==> config.mk <==
export PLATFORM = sky130hd
export DESIGN_NAME = fifo_write_arbiter
export DESIGN_NICKNAME = d
export VERILOG_FILES = /design/src/rtl/fifo_write_arbiter.sv
export SDC_FILE = /design/constraint.sdc
export NUM_CORES = 1
export LEC_CHECK = 0
export ABC_AREA = 1
export BUFFER_PORTS_ARGS = -buffer_cell sky130_fd_sc_hd__buf_2
export CAP_MARGIN = 40
export CORE_MARGIN = 10
export CORE_UTILIZATION = 39
export DETAILED_ROUTE_END_ITERATION = 10
export PLACE_DENSITY_LB_ADDON = 0.08
export SYNTH_ARGS = -nofsm -noshare
export SYNTH_HDL_FRONTEND = slang
export SYNTH_SLANG_ARGS = --single-unit
==> constraint.sdc <==
create_clock -name clk -period 2.9 [get_ports clk]
set_input_delay 0.29 -clock clk [delete_from_list [all_inputs] [get_ports clk]]
set_output_delay 0.29 -clock clk [all_outputs]
set_load 0.02 [all_outputs]
==> src/rtl/fifo_write_arbiter.sv <==
// Round-robin, packet-atomic arbiter for the write port of async_fifo.
// Define FIFO_ARB_STATS_EN to add beat_count/stall_count outputs.
module fifo_write_arbiter #(
    parameter int BITS      = 32,
    parameter int NREQ      = 4,
    parameter int MAX_BURST = 8,
    localparam int GW = (NREQ > 1) ? $clog2(NREQ) : 1,
    localparam int CW = (MAX_BURST > 1) ? $clog2(MAX_BURST) : 1
) (
    input  logic                 clk,
    input  logic                 rstn,
    input  logic [NREQ-1:0]      req_valid,
    input  logic [NREQ-1:0]      req_last,
    input  logic [NREQ*BITS-1:0] req_data,
    output logic [NREQ-1:0]      req_ready,
    output logic                 p_write_en,
    output logic [BITS-1:0]      p_write_data,
    input  logic                 p_write_full,
    output logic [GW-1:0]        grant_id,
    output logic                 busy
`ifdef FIFO_ARB_STATS_EN
    ,
    output logic [31:0]          beat_count,
    output logic [31:0]          stall_count
`endif
);

    typedef enum logic {IDLE, BURST} state_t;

    state_t          state;
    logic [GW-1:0]   last_grant;
    logic [CW-1:0]   beat_cnt;
    logic [GW-1:0]   pick;
    logic            g_valid;
    logic            g_last;
    logic [BITS-1:0] g_data;
    logic            burst_end;

    // First valid requester after last_grant, wrapping modulo NREQ.
    always_comb begin
        logic found;
        found = 1'b0;
        pick  = '0;
        for (int k = 1; k <= NREQ; k++) begin
            for (int j = 0; j < NREQ; j++) begin
                if (!found && req_valid[j] &&
                    (j == (int'(last_grant) + k) % NREQ)) begin
                    found = 1'b1;
                    pick  = GW'(j);
                end
            end
        end
    end

    always_comb begin
        g_valid   = 1'b0;
        g_last    = 1'b0;
        g_data    = '0;
        req_ready = '0;
        for (int j = 0; j < NREQ; j++) begin
            if (grant_id == GW'(j)) begin
                g_valid      = req_valid[j];
                g_last       = req_last[j];
                g_data       = req_data[j*BITS +: BITS];
                req_ready[j] = busy && !p_write_full;
            end
        end
    end

    assign p_write_en   = |(req_valid & req_ready);
    assign p_write_data = busy ? g_data : '0;
    assign burst_end    = p_write_en &&
                          (g_last || beat_cnt == CW'(MAX_BURST - 1));

    always_ff @(posedge clk or negedge rstn) begin
        if (!rstn) begin
            state      <= IDLE;
            busy       <= 1'b0;
            grant_id   <= '0;
            last_grant <= GW'(NREQ - 1);
            beat_cnt   <= '0;
        end else begin
            case (state)
                IDLE: begin
                    if (|req_valid) begin
                        grant_id <= pick;
                        beat_cnt <= '0;
                        state    <= BURST;
                        busy     <= 1'b1;
                    end
                end
                BURST: begin
                    if (burst_end) begin
                        last_grant <= grant_id;
                        beat_cnt   <= '0;
                        state      <= IDLE;
                        busy       <= 1'b0;
                    end else if (p_write_en) begin
                        beat_cnt <= beat_cnt + 1'b1;
                    end
                end
                default: begin
                    state <= IDLE;
                    busy  <= 1'b0;
                end
            endcase
        end
    end

`ifdef FIFO_ARB_STATS_EN
    always_ff @(posedge clk or negedge rstn) begin
        if (!rstn) begin
            beat_count  <= '0;
            stall_count <= '0;
        end else begin
            if (p_write_en)
                beat_count <= beat_count + 32'd1;
            if (busy && p_write_full && g_valid)
                stall_count <= stall_count + 32'd1;
        end
    end
`endif

endmodule
Yosys cells after proc, flatten, opt, wreduce, memory -nomap -nowiden
Cells that the tools add are included.
{"block": "op_classes", "add_sub_neg": 5, "n_eq_ne": 19, "muxes": 53, "n_bitwise": 6, "n_reduce_logical": 65}
{"cell": "$mux 32", "n": 5}
{"cell": "$logic_not 32->1", "n": 4}
{"cell": "$logic_and 1x1->1", "n": 33}
{"cell": "$mux 1", "n": 28}
{"cell": "$mux 2", "n": 14}
{"cell": "$eq 3x3->1 const A", "n": 8}
{"cell": "$logic_not 1->1", "n": 16}
{"cell": "$eq 2x3->1 const A", "n": 4}
{"cell": "$mux 3", "n": 3}
{"cell": "$reduce_and 2->1", "n": 4}
{"cell": "$reduce_or 2->1", "n": 4}
{"cell": "$reduce_or 4->1", "n": 2}
{"cell": "$pmux 3 s2", "n": 1}
{"cell": "$add 2x1->2 const B", "n": 2}
{"cell": "$add 2x2->2 const B", "n": 2}
{"cell": "$and 1x1->1 const A", "n": 4}
{"cell": "$and 4x4->4", "n": 1}
{"cell": "$eq 2x2->1 const B", "n": 2}
{"cell": "$pmux 1 s2", "n": 2}
{"cell": "$add 3x1->3 const B", "n": 1}
{"cell": "$eq 3x3->1 const B", "n": 1}
{"cell": "$ne 3x2->1 const B", "n": 1}
{"cell": "$eq 2x1->1 const B", "n": 1}
{"cell": "$logic_not 2->1", "n": 1}
{"cell": "other kinds (4)", "n": 4}
{"block": "totals", "reg_bits": 9, "output_inout_bits": 40, "elab_cells": 153}

Depth between registers and ports, before layout
Gate-level depths: netlist of the first run.
{"block": "logic_depth", "depth_word": 66, "depth_mapped": 12, "depth_no_buf": 12}

Least setup slack after synthesis of the first run
OpenSTA, ideal clock, no wires.
{"block": "synth_path", "path_type": "reg-to-reg", "from": "register grant_id[1]", "to": "register beat_cnt[1]", "t_arrival_ns": 1.891, "required_ns": 2.779, "slack_ns": 0.888, "path_stages_with_launch": 11, "period_less_slack_ns": 2.012, "path_cell_list": "dfrtp_1 -> inv_2 -> nor2_2 -> inv_2 -> nor2_1 -> nand2_1 -> nand4_1 -> inv_2 -> nor2_4 -> nor2_1 -> a22o_1"}
{"block": "synth_between", "elab_cells_between_ends": 20, "cone_classes": "4 x eq/ne; 10 x mux; 1 x bitwise; 5 x reduce/logical"}
{"item": "start, declared", "line_no": "19", "text": "output logic [GW-1:0] grant_id,"}
{"item": "start signal, assigned", "line_no": "86", "text": "grant_id <= pick;"}
{"item": "$eq 2x2->1 (*)", "line_no": "61", "text": "if (grant_id == GW'(j)) begin"}
{"item": "$mux 1 (*)", "line_no": "61"}
{"item": "net req_ready[2]", "line_no": "15", "text": "output logic [NREQ-1:0] req_ready,"}
{"item": "$and 4x4->4 (*)", "line_no": "70", "text": "assign p_write_en = |(req_valid & req_ready);"}
{"item": "$reduce_or 4->1 (*)", "line_no": "70"}
{"item": "net p_write_en", "line_no": "16", "text": "output logic p_write_en,"}
{"item": "$logic_and 1x1->1", "line_no": "72", "text": "assign burst_end = p_write_en &&"}
{"item": "$mux 3 / $ne 3x2->1 (equally long branches)"}
{"item": "$pmux 3 s2 / $reduce_and 2->1 (equally long branches)"}
{"item": "end signal, assigned", "line_no": "99", "text": "beat_cnt <= beat_cnt + 1'b1;"}
{"item": "end, declared", "line_no": "32", "text": "logic [CW-1:0] beat_cnt;"}
Mark *: on every way through the listed nets, which the timed path passes. The rest lies on a longest branch.
A chain may end at the register's enable or synchronous reset.

Worst setup path after layout of the first run
{"block": "layout_path", "from": "register grant_id[0]", "to": "output p_write_data[11]"}
{"block": "layout_between", "elab_chain_len": 6, "elab_cells_between_ends": 9, "cone_classes": "3 x eq/ne; 5 x mux; 1 x reduce/logical"}
{"item": "$logic_not 2->1", "line_no": "61"}
{"item": "$mux 32 (3 in series)", "line_no": "61"}
{"item": "$mux 32 (*)", "line_no": "61"}
{"item": "$mux 32 (*)", "line_no": "71", "text": "assign p_write_data = busy ? g_data : '0;"}
{"item": "end, declared", "line_no": "17", "text": "output logic [BITS-1:0] p_write_data,"}
Every way passes the cells marked *; elsewhere a longest branch is shown, timed or not.

==> reports/qor.txt, run 1 <==
status -> complete, no violations
DRT iter0 DRCs -> 160
Routed WL -> 8.609 mm
kind of critical path -> register to primary output
#FFs+latches synth -> 9
Remaining DRCs -> 0
first-pass GRT wire length -> 13.48 mm
minimum clock period -> 2248 ps
max-slew violations -> 0
Worst Tran Pin Value -> 675.6 ps
Final Wtd Congestion -> 0.9011
Fmax achieved -> 0.4449 GHz
crit path launch type -> register
antenna diode count -> 0
crit path max fanout -> 15
CTS buffer count -> 3
P_leak -> 0.001573 µW
DIE WIDTH -> 86.59 µm
layout cells sized above 1 -> 43.51%
yosys warns -> 0
CP Capture Type -> primary output
post-synth cell types -> 28
Setup Buffers After CTS -> 0
power per standard cell area -> 1078 mW/mm²
Worst slew margin -> 54.91%
largest net degree at the start of global routing -> 25
syn_area_per_cell -> 5.489 µm²
Post-Syn Instances -> 315
Placeable Area -> 0.004324 mm²
Seq/Total Area, Yosys -> 13.17%
Die Footprint -> 0.007497 mm²
Hold Vio Cnt, Final -> 0
vias per inst -> 5.102
number of flops mapped to enable cells by yosys -> 0
IO Port Bufs -> 178
clk root buf -> clkbuf_8
CP required -> 2610 ps
area growth from synthesis to layout -> 56.73%
main flop type after synthesis -> dfrtp_1
Avg WL per Cell -> 16.03 µm
asr flop ratio synth -> 100.0%
Initial Util -> 39.99%
clk sink count -> 9
post-route ant nets -> 0
max-cap violations -> 0
clock buffer depth -> 2
Post-Syn Area -> 0.001729 mm²
Post-CTS Hold Fix Bufs -> 1
grt total ovfl -> 0
Clock Latency Late Sink -> 230 ps
initial antenna violation count -> 0
CP arrival -> 1960 ps
RSZ-0062 raised after global routing -> false
post_cts resized -> 0
htree depth -> 1
crit share post-route -> 77.52%
peak supply drop -> 623.8 µV
worst r2r path cells -> 12
hold crit path type -> primary input to asynchronous set/reset pin
Die Y -> 86.59 µm
routed via count -> 2,740
Layout Nets -> 627
TNS Setup -> 0 ps
number of global-route vias before repair -> 2,570
DR pass1 iterations -> 4
Post-DP HPWL -> 7.121 mm
Total GRT Usage -> 21.31%
FP Rows -> 24
clock-pin transition on the worst setup and hold timing paths -> 50 ps
CTS tree -> built
Final Setup Violations -> 0
Worst Clk Skew -> 5.356 ps
Syn Nets -> 456
IO Count -> 179
worst hold slack -> 440.3 ps
-- worst max-delay path: stages (launching register included) --
cell and delay (ps):
dfrtp_1 350, inv_2 120, nor2_1 510, buf_4 300, nand2_1 70, nand3_1 80, o211ai_1 80, inv_1 60
buf_2 150
-- placed cells by master (no fill, tap or decap), drive strengths merged --
cell type      n
a22o           3
clkbuf         4
dfrtp          7
o22ai          3
nor2          60
nor3           2
clkinv         1
a21oi         13
nand4          7
nor4           1
dfstp          2
o211ai        18
o221ai        12
a2111oi        1
dlygate4sd3    1
buf          184
nand3         24
nand2         72
o21ai         25
ha             2
inv           41
o21a           2
-- area by class of cell --
| cell class | count | area, µm² |
|---|---|---|
| clock buffer | 4 | 45.04 |
| fill | 438 | 1614 |
| timing repair buffer | 185 | 945.9 |
| inverter | 42 | 157.7 |
| multi-input combinational | 245 | 1269 |
| sequential | 9 | 227.7 |
| tap | 52 | 65.06 |
-- synthesized netlist by cell type, drive strengths merged (3+ instances only) --
cell / instances / area, µm²
nand3: 24 / 120.1
o22ai: 3 / 18.77
o21ai: 25 / 125.1
clkbuf: 15 / 56.30
dfrtp: 7 / 175.2
inv: 41 / 153.9
nand4: 7 / 56.30
o211ai: 18 / 135.1
nand2: 72 / 275.3
a21oi: 13 / 65.06
buf: 4 / 18.76
nor2: 60 / 257.7
o221ai: 12 / 105.1
a22o: 3 / 26.28
-- stage by stage --
step	instance area [µm²]	cells	power, µW	utilization (%)	worst slack, ps
after floorplan	1729	315	2049	-	888.4
after global placement	2655	532	2767	61.40	904.8
after detailed placement	2655	532	2799	61.40	902.6
after CTS	2710	537	2952	62.67	651.1
after global routing	2710	537	3242	62.67	443.0
final	2710	537	2923	62.67	652.1
-- cells by family (layout without fill, tap and decap cells) --
family / count (synthesis) / in the layout / share of synthesized area [%]
simple gates: 166 / 166 / 41.97
compound gates: 77 / 77 / 29.96
flops: 9 / 9 / 13.17
fa+ha+maj: 2 / 2 / 1.447
buf+inv: 61 / 231 / 13.46
-- state kept, by name, summed over array words and instances (netlist names) --
signal and count:
grant_id 2, busy 1, state 1, beat_cnt 3, last_grant 2
-- metal layers --
metal / track usage [%] / part of all wire [%] / vias up
met2: 39.19 / 53 / 120
met1: 24.88 / 37 / 1210
met3: 4.784 / 9.5 / 6
li1: - / - / 1404
met4: 2.798 / 1.0 / 0
met5: 0 / 0 / -
-- report_power, final --
part / total [µW] / internal (µW) / switching [µW] / leakage (µW)
logic: 2530 / 873 / 1660 / 0.00145
registers: 246 / 197 / 49.3 / 0.000103
clock network: 142 / 95.5 / 46.3 / 0.0000228
total: 2920 / 1170 / 1760 / 0.00157
-- path summary, 6_finish.rpt --
| kind | from | endpoint | slack, ps |
|---|---|---|---|
| hold / removal | rstn | busy$_DFFE_PN0P_ | 440 |
| setup / recovery | grant_id[0]$_DFFE_PN0P_ | p_write_data[11] | 650 |
| hold reg to reg | beat_cnt[0]$_DFFE_PN0P_ | beat_cnt[0]$_DFFE_PN0P_ | 510 |
| min in group clk | req_last[2] | busy$_DFFE_PN0P_ | 440 |
| setup reg to reg | grant_id[0]$_DFFE_PN0P_ | last_grant[0]$_DFFE_PN1P_ | 930 |
| max in group asynchronous | rstn | last_grant[0]$_DFFE_PN1P_ | 2210 |
(Power assumes the default switching activity.)
==> run 2, diff against run 1 <==
- CORE_UTILIZATION: 39 -> 36
- clock period: 2.9 -> 2.1 ns (I/O delays scaled with it)
==> reports/qor.txt, run 2 (synthesis results as in run 1) <==
FP Rows -> 25 (+4.2%)
hold crit path type -> primary input to asynchronous set/reset pin
IO Port Bufs -> 178 (unchanged)
CTS tree -> built
RSZ-0062 raised after global routing -> false
clock buffer depth -> 2 (unchanged)
vias per inst -> 5.130 (+0.55%)
number of global-route vias before repair -> 2,622 (+2.0%)
Final Setup Violations -> 0 (unchanged)
Routed WL -> 8.838 mm (+2.7%)
crit share post-route -> 91.73%
Logic pwr share -> 86.1% (-0.6 points)
largest net degree at the start of global routing -> 25 (unchanged)
Placed Instance Area -> 0.002703 mm² (+1.8%)
crit path max fanout -> 13 (-2)
power per standard cell area -> 1509 mW/mm² (+40%)
DR pass1 iterations -> 4 (unchanged)
CP required -> 1890 ps (-720 ps)
Largest register FFs -> 3 (unchanged)
Remaining DRCs -> 0 (unchanged)
Die Y -> 89.31 µm (+3.1%)
antenna diode count -> 0 (unchanged)
Hold Vio Cnt, Final -> 0 (unchanged)
Avg WL per Cell -> 16.22 µm (+1.2%)
IO Count -> 179 (unchanged)
post-route insts no fill -> 545 (+1.5%)
flop2flop setup slack -> 260 ps (-670 ps)
first-pass GRT wire length -> 13.27 mm (-1.5%)
Largest Register -> beat_cnt
biggest regs -> beat_cnt (3), grant_id (2), last_grant (2)
crit path launch type -> register
Layout Nets -> 633 (+0.96%)
commonest non-fill, non-tap cell in the layout -> buf_2
Worst slew margin -> 73.54% (+19 points)
Seq pwr share -> 9.1% (+0.7 points)
max-slew violations -> 0 (unchanged)
design area -> 0.002764 mm² (+2.0%)
clock power share -> 4.8% (about the same)
peak supply drop -> 689.8 µV (+11%)
post-route ant nets -> 0 (unchanged)
Worst R2R End -> grant_id[1]$_DFFE_PN0P_
Worst Clk Skew -> 2.554 ps (-2.802 ps)
Initial Util -> 36.85% (-3.1 points)
area growth from synthesis to layout -> 59.84%
DIE WIDTH -> 89.31 µm (+3.1%)
Fill cells -> 478 (+9.1%)
grt total ovfl -> 0 (unchanged)
CP arrival -> 1720 ps (-240 ps)
routed via count -> 2,796 (+2.0%)
Design Power -> 4170 µW (+43%)
internal power -> 1684 µW (+45%)
max-cap violations -> 0 (unchanged)
Fmax achieved -> 0.5191 GHz
htree depth -> 1 (unchanged)
Post-DP HPWL -> 7.317 mm (+2.8%)
minimum clock period -> 1926 ps
most frequent cells in the layout -> 178 x buf_2, 70 x nand2_1, 51 x nor2_1
Total GRT Usage -> 20.48% (-0.83 points)
worst r2r path cells -> 12 (unchanged)
Clock Latency Late Sink -> 230 ps (about the same)
reg2reg start -> last_grant[0]$_DFFE_PN1P_
DRT iter0 DRCs -> 159 (-0.63%)
P_sw -> 2486 µW (+41%)
Placeable Area -> 0.004692 mm² (+8.5%)
clock-pin transition on the worst setup and hold timing paths -> 40 ps (about the same)
kind of critical path -> register to primary output
TNS Setup -> 0 ps (unchanged)
initial antenna violation count -> 0 (unchanged)
crit path from -> grant_id[1]$_DFFE_PN0P_
DP Cell Count -> 540 (+1.5%)
critical path capture point -> p_write_data[5]
switch share -> 59.61% (-0.52 points)
clk root buf -> clkbuf_8
P_leak -> 0.001601 µW (+1.8%)
CP Capture Type -> primary output
Final Wtd Congestion -> 0.8795 (-2.4%)
worst hold slack -> 349.1 ps (-91.26 ps)
Die Footprint -> 0.007975 mm² (+6.4%)
clk sink count -> 9 (unchanged)
Worst Tran Pin Value -> 395.5 ps (-280.1 ps)
CTS buffer count -> 3 (unchanged)
status -> complete, no violations
layout cells sized above 1 -> 44.81% (+1.3 points)
==> run 2: cell types whose count changed in the layout (fill, tap and decap cells not counted), sizes merged <==
cell  delta
buf      +6
==> run 2: critical path, stage by stage (launching register included) <==
cell and delay [ps]:
dfrtp_1 470, nor2_2 180, buf_4 220, buf_4 180
nand2_1 60, nand3_1 80, o211ai_1 80, inv_1 60
buf_2 160
==> run 2: repair_timing <==
action	CTS	global route
setup endpoints to repair	0	18
gates resized for setup	0	3
buffers inserted	0	0
endpoints found under the hold margin	7	0
hold buffers	1	0
==> run 2: stage by stage <==
stage	setup WS (ps)	utilization, %
after floorplan	88.36	-
after global placement	351.7	57.60
after detailed placement	291.7	57.60
after CTS	106.0	58.77
after global routing	26.61	58.91
final	173.6	58.91
==> run 2: layout make-up <==
| cell class | instances | area, µm² | share of cell area [%] |
|---|---|---|---|
| Timing Repair Buffer | 191 | 991.0 | 35.85 |
| Inverter | 42 | 157.7 | 5.704 |
| Tap cell | 54 | 67.56 | 2.445 |
| Multi-Input combinational cell | 245 | 1274 | 46.08 |
| Sequential cell | 9 | 229.0 | 8.284 |
| Clock buffer | 4 | 45.04 | 1.630 |
==> run 2: how the worst min path moves through the flow <==
stage,from,depth (start not counted),endpoint,slack [ps]
after floorplan,rstn,0,beat_cnt[0]$_DFFE_PN0P_,-90
after global placement,rstn,1,grant_id[1]$_DFFE_PN0P_,70
after detailed placement,rstn,1,grant_id[1]$_DFFE_PN0P_,70
after CTS,rstn,2,grant_id[1]$_DFFE_PN0P_,350
after global routing,rstn,2,state$_DFF_PN0_,390
final,rstn,2,busy$_DFFE_PN0P_,350
==> run 2: power groups by stage <==
stage / clock network (µW) / registers (µW) / logic (µW)
after CTS: 203 / 372 / 3610
after detailed placement: 0 / 374 / 3600
after floorplan: 0 / 392 / 2440
after global placement: 0 / 367 / 3580
after global routing: 216 / 394 / 3980
final: 200 / 378 / 3590
==> run 2: metal layers <==
metal / part of all wire, % / global-route usage (%) / up-vias
li1: - / - / 1417
met1: 37 / 23.16 / 1238
met2: 52 / 38.81 / 128
met3: 10 / 4.558 / 13
met4: 1.4 / 2.457 / 0
met5: 0 / 0 / -
